`config.mk`:
```
export PLATFORM = sky130hd
export DESIGN_NAME = game_state_manager
export DESIGN_NICKNAME = d
export VERILOG_FILES = /design/src/rtl/game_state_manager.sv
export SDC_FILE = /design/constraint.sdc
export NUM_CORES = 1
export LEC_CHECK = 0
export ABC_AREA = 1
export CAP_MARGIN = 15
export CORE_ASPECT_RATIO = 1.2
export CORE_MARGIN = 2
export CORE_UTILIZATION = 55
export DETAILED_ROUTE_END_ITERATION = 8
export HOLD_SLACK_MARGIN = 0.15
export PLACE_DENSITY = 0.79
export SLEW_MARGIN = 20
export SYNTH_ARGS = -nofsm -noshare
export SYNTH_HDL_FRONTEND = slang
export SYNTH_SLANG_ARGS = --single-unit
```
`constraint.sdc`:
```
create_clock -name clk -period 1.76 [get_ports clk]
set_input_delay 0.352 -clock clk [delete_from_list [all_inputs] [get_ports clk]]
set_output_delay 0.352 -clock clk [all_outputs]
set_load 0.02 [all_outputs]
```
`src/rtl/game_state_manager.sv`:
```
// Frame-committed game state: gift count, score, lives and the game phase FSM.
// Per-pixel event strobes are latched into sticky flags and acted on once per startOfFrame.
module game_state_manager #(
    parameter int NUM_GIFTS   = 4,
    parameter int LIVES       = 3,
    parameter int GIFT_POINTS = 10,
    parameter int WIN_POINTS  = 100,
    parameter int HOLD_FRAMES = 90
) (
    input  logic        clk,
    input  logic        reset,
    input  logic        startOfFrame,
    input  logic        startGame,
    input  logic        Remove_Gift,
    input  logic        victory,
    input  logic        Loss,
    output logic        gift_clear,
    output logic [3:0]  giftsRemaining,
    output logic [15:0] score,
    output logic [1:0]  lives,
    output logic [2:0]  gameState,
    output logic        freezeMotion,
    output logic        restartLevel
);

    typedef enum logic [2:0] {
        ST_IDLE      = 3'b000,
        ST_PLAY      = 3'b001,
        ST_LEVEL_WON = 3'b010,
        ST_LIFE_LOST = 3'b011,
        ST_GAME_OVER = 3'b100
    } state_e;

    localparam logic [3:0]  GIFTS_INIT = 4'(NUM_GIFTS);
    localparam logic [1:0]  LIVES_INIT = 2'(LIVES);
    localparam logic [15:0] GIFT_ADD   = 16'(GIFT_POINTS);
    localparam logic [15:0] WIN_ADD    = 16'(WIN_POINTS);
    localparam logic [7:0]  HOLD_LAST  = 8'(HOLD_FRAMES - 1);

    state_e      state_q, state_d;
    logic [15:0] score_q, score_d;
    logic [1:0]  lives_q, lives_d;
    logic [3:0]  gifts_q, gifts_d;
    logic        gift_clear_q, gift_clear_d;
    logic        freeze_q, freeze_d;
    logic        restart_q, restart_d;
    logic [7:0]  hold_q, hold_d;
    logic        got_gift_q, got_gift_d;
    logic        got_hole_q, got_hole_d;
    logic        got_loss_q, got_loss_d;

    function automatic logic [15:0] sat_add(input logic [15:0] a, input logic [15:0] b);
        logic [16:0] sum;
        sum = {1'b0, a} + {1'b0, b};
        return sum[16] ? 16'hFFFF : sum[15:0];
    endfunction

    always_comb begin
        state_d    = state_q;
        score_d    = score_q;
        lives_d    = lives_q;
        gifts_d    = gifts_q;
        hold_d     = hold_q;
        restart_d  = 1'b0;
        got_gift_d = got_gift_q;
        got_hole_d = got_hole_q;
        got_loss_d = got_loss_q;

        case (state_q)
            ST_IDLE, ST_GAME_OVER: begin
                got_gift_d = 1'b0;
                got_hole_d = 1'b0;
                got_loss_d = 1'b0;
                if (startGame) begin
                    score_d   = 16'd0;
                    lives_d   = LIVES_INIT;
                    gifts_d   = GIFTS_INIT;
                    hold_d    = 8'd0;
                    restart_d = 1'b1;
                    state_d   = ST_PLAY;
                end
            end

            ST_PLAY: begin
                if (startOfFrame) begin
                    // Priority loss > hole > gift; a hole without all gifts collected falls through to gift.
                    if (got_loss_q) begin
                        lives_d = lives_q - 2'd1;
                        hold_d  = 8'd0;
                        state_d = (lives_q == 2'd1) ? ST_GAME_OVER : ST_LIFE_LOST;
                    end else if (got_hole_q && gift_clear_q) begin
                        score_d = sat_add(score_q, WIN_ADD);
                        hold_d  = 8'd0;
                        state_d = ST_LEVEL_WON;
                    end else if (got_gift_q && (gifts_q != 4'd0)) begin
                        gifts_d = gifts_q - 4'd1;
                        score_d = sat_add(score_q, GIFT_ADD);
                    end
                    // Inputs on the commit cycle belong to the next frame.
                    got_gift_d = Remove_Gift;
                    got_hole_d = victory;
                    got_loss_d = Loss;
                end else begin
                    got_gift_d = got_gift_q | Remove_Gift;
                    got_hole_d = got_hole_q | victory;
                    got_loss_d = got_loss_q | Loss;
                end
                if (state_d != ST_PLAY) begin
                    got_gift_d = 1'b0;
                    got_hole_d = 1'b0;
                    got_loss_d = 1'b0;
                end
            end

            ST_LEVEL_WON, ST_LIFE_LOST: begin
                got_gift_d = 1'b0;
                got_hole_d = 1'b0;
                got_loss_d = 1'b0;
                if (startOfFrame) begin
                    if (hold_q == HOLD_LAST) begin
                        restart_d = 1'b1;
                        hold_d    = 8'd0;
                        state_d   = ST_PLAY;
                        if (state_q == ST_LEVEL_WON) begin
                            gifts_d = GIFTS_INIT;
                        end
                    end else begin
                        hold_d = hold_q + 8'd1;
                    end
                end
            end

            default: begin
                got_gift_d = 1'b0;
                got_hole_d = 1'b0;
                got_loss_d = 1'b0;
                state_d    = ST_IDLE;
            end
        endcase

        gift_clear_d = (gifts_d == 4'd0);
        freeze_d     = (state_d != ST_PLAY);
    end

    always_ff @(posedge clk) begin
        if (reset) begin
            state_q      <= ST_IDLE;
            score_q      <= 16'd0;
            lives_q      <= LIVES_INIT;
            gifts_q      <= GIFTS_INIT;
            gift_clear_q <= 1'b0;
            freeze_q     <= 1'b1;
            restart_q    <= 1'b0;
            hold_q       <= 8'd0;
            got_gift_q   <= 1'b0;
            got_hole_q   <= 1'b0;
            got_loss_q   <= 1'b0;
        end else begin
            state_q      <= state_d;
            score_q      <= score_d;
            lives_q      <= lives_d;
            gifts_q      <= gifts_d;
            gift_clear_q <= gift_clear_d;
            freeze_q     <= freeze_d;
            restart_q    <= restart_d;
            hold_q       <= hold_d;
            got_gift_q   <= got_gift_d;
            got_hole_q   <= got_hole_d;
            got_loss_q   <= got_loss_d;
        end
    end

    assign gameState      = state_q;
    assign score          = score_q;
    assign lives          = lives_q;
    assign giftsRemaining = gifts_q;
    assign gift_clear     = gift_clear_q;
    assign freezeMotion   = freeze_q;
    assign restartLevel   = restart_q;

endmodule

```
==> results of run 1 <==
timing repair:
item / CTS / global route
endpoints found under the setup margin: 4 / 22
setup buffers: 0 / 8
pin swaps: 0 / 3
gates resized for setup: 3 / 17
cells by family after synthesis:
logic type / synth area share
AO/OA/AOI/OAI: 0.111
XOR/XNOR: 0.00317
AND/OR/NAND/NOR: 0.458
flip-flops: 0.283
buffers and inverters: 0.113
adder cells (fa/ha/maj): 0.0317
metrics by stage:
stage / area (um^2) / power, mW
floorplan: 2760 / 1.20
global placement: 3330 / 1.33
detailed placement: 3330 / 1.33
CTS: 3430 / 2.02
global route: 3540 / 2.09
finish: 3540 / 2.01
synth_stat cells (4+ instances only):
cell type,number,area (um^2)
a21oi_2,7,61.3
nor2_1,53,199
nand3_1,45,225
a21oi_1,27,135
nor3_1,6,30.0
nand2_1,113,424
dfxtp_1,39,781
nand2_2,12,75.1
ha_1,7,87.6
nand3_2,11,110
o21ai_1,5,25.0
inv_2,7,26.3
nor2_2,5,31.3
inv_1,53,199
o21ai_0,9,45.0
nand4_1,7,43.8
nand2_4,4,45.0
layout make-up:
class	instances	area share
Inverter	61	0.0653
Clock buffer	8	0.0282
Tap cell	60	0.0212
Timing Repair Buffer	74	0.184
Sequential cell	39	0.222
Multi-Input combinational cell	323	0.479
state kept, by name, summed over array words and instances, names as in the netlist:
signal / count
score: 16
hold_q: 8
giftsRemaining: 4
gameState: 3
lives: 2
freezeMotion: 1
gift_clear: 1
got_gift_q: 1
got_hole_q: 1
got_loss_q: 1
restartLevel: 1
per-layer routing:
metal | share of wire | vias up | wire [um] | track usage
met2 | 0.51 | 103 | 3620 | 0.482
met4 | 0.032 | 0 | 229 | 0.112
met5 | 0 | - | 0 | 0
met1 | 0.41 | 1335 | 2960 | 0.304
met3 | 0.049 | 23 | 349 | 0.0452
li1 | - | 1523 | - | -
how the worst min path moves through the flow:
| stage | from | end | slack, ns | cells after the start |
|---|---|---|---|---|
| after detailed placement | score[0] | score[0] | 0.46 | 2 |
| after CTS | lives[1] | lives[1] | 0.48 | 2 |
| after global placement | score[0] | score[0] | 0.46 | 2 |
| final | score[0] | score[0] | 0.47 | 2 |
| after floorplan | hold_q[7] | hold_q[7] | 0.46 | 2 |
| after global routing | hold_q[7] | hold_q[7] | 0.52 | 2 |
report_power, final:
| group | internal (mW) | total [mW] | leakage (nW) | switching, mW |
|---|---|---|---|---|
| Combinational | 0.162 | 0.400 | 1.38 | 0.238 |
| Sequential | 0.902 | 0.925 | 0.317 | 0.0229 |
| Clock | 0.358 | 0.690 | 0.0515 | 0.332 |
==> out/qor.txt, run 1 <==
Crit path buffers/inverters -> 1
Post-Syn Instances -> 431
Setup crit end kind -> primary output
Num rows -> 28
Syn_nets -> 445
Final hold slack -> 0.473 ns
CP max FO -> 4
Filler Cell Count -> 405
Gpl congestion -> 0.897
Via density -> 5.28
DIE AREA -> 5600 um^2
Slew @ Worst Pin -> 0.463 ns
CTS tree -> built
Clock sink total -> 39
Worst-Skew Late Latency -> 0.30 ns
Die Wd -> 68.7 um
Setup WS pre-CTS -> -0.100 ns
Final Hold Viols -> 0
Antenna Cells -> 0
Seq/Total Area, Yosys -> 0.283
Setup TNS -> 0 ns
CP Depth -> 1
Mapped cell area -> 2760 um^2
Crit Reg-Reg Endpoint -> score[9]
Non-filler instance count after layout -> 565
Final net count -> 518
CTS root buf -> clkbuf_8
Worst r2r src -> score[2]
Total track usage -> 0.268
Initial antenna violation count -> 0
Post-synth ARST share -> 0
FF+latch count, synth -> 39
Synth warn -> 0
Wire per inst -> 12.7 um
Worst Setup SP -> score[9]
Max-slew violations -> 0
Drt pass-1 iters -> 5
Via count -> 2,984
FF-to-FF path depth -> 11
Critical Path, Cell by Cell -> clkdlybuf4s50_1
Leakage power -> 1.75 nW
Power per Cell Area -> 568 nW/um^2
Share of cells above drive strength 1 -> 0.218
Worst stage delay on the critical path -> 0.63 ns
Peak VDD IR -> 0.428 mV
Clock tree buffer depth -> 2
# port buffers -> 34
Worst reg2reg setup slack -> 0.15 ns
First-pass GRT wire length -> 11,500 um
CTS buffer count -> 5
Starting density of the core -> 0.567
Crit Path Category -> flip-flop to primary output
Vias in the first global route -> 2,705
Reg clk slew, reported paths -> 0.08 ns
Max Clk Rate -> 0.588 GHz
Hold-fix buffers, CTS -> 0
Worst hold path class -> flip-flop to flip-flop
DRC Markers -> 0
Crit path launch type -> flip-flop
Slew margin rel. -> 0.688
Die Y -> 81.6 um
Max cap viols -> 0
Crit share post-route -> 0.966
Number of DRC markers in iteration 0 -> 317
CP max-delay cell -> clkdlybuf4s50_1
Placed cells -> 549
Status -> completed
Final Critical Period -> 1.70 ns
H-tree levels -> 2
Fin worst setup slack -> 0.0600 ns
Core ar. -> 4870 um^2
Dpl hpwl -> 5370 um
Skew final -> 0.00632 ns
Most common cell after layout, fill and taps aside -> nand2_1
Multi-input logic area -> 1700 um^2
Post-synth EDFFs -> 0
Grt ovf -> 0
Total Wirelength -> 7160 um
Storage cell area -> 787 um^2
Num ports -> 35
Yosys cell types -> 33
Setup crit end -> score[9]
Routed Antenna Nets -> 0
Setup-failing EPs final -> 0
Largest net degree at the start of global routing -> 15
Crit path DAT -> 1.35 ns
Most frequent cells in the layout -> 111 x nand2_1, 53 x inv_1, 50 x nor2_1, 44 x nand3_1, 40 x buf_4
Most used DFF post-synth -> dfxtp_1
CP delay by family, top -> buffers and inverters
Final core occ -> 0.728
Worst Path Required -> 1.41 ns
Mean post-synth cell area -> 6.40 um^2
Layout area overhead -> 28.4%
Power figures use the tool's default switching activity.
==> inputs of run 2 (changes only) <==
--- a/config.mk
+++ b/config.mk
@@ -10,6 +10,7 @@
 export CORE_ASPECT_RATIO = 1.2
 export CORE_MARGIN = 2
 export CORE_UTILIZATION = 55
+export CTS_CLUSTER_SIZE = 10
 export DETAILED_ROUTE_END_ITERATION = 8
 export HOLD_SLACK_MARGIN = 0.15
 export PLACE_DENSITY = 0.79
==> results of run 2 <==
Same layout as run 1: the final DEF is identical, and so are final timing and power.
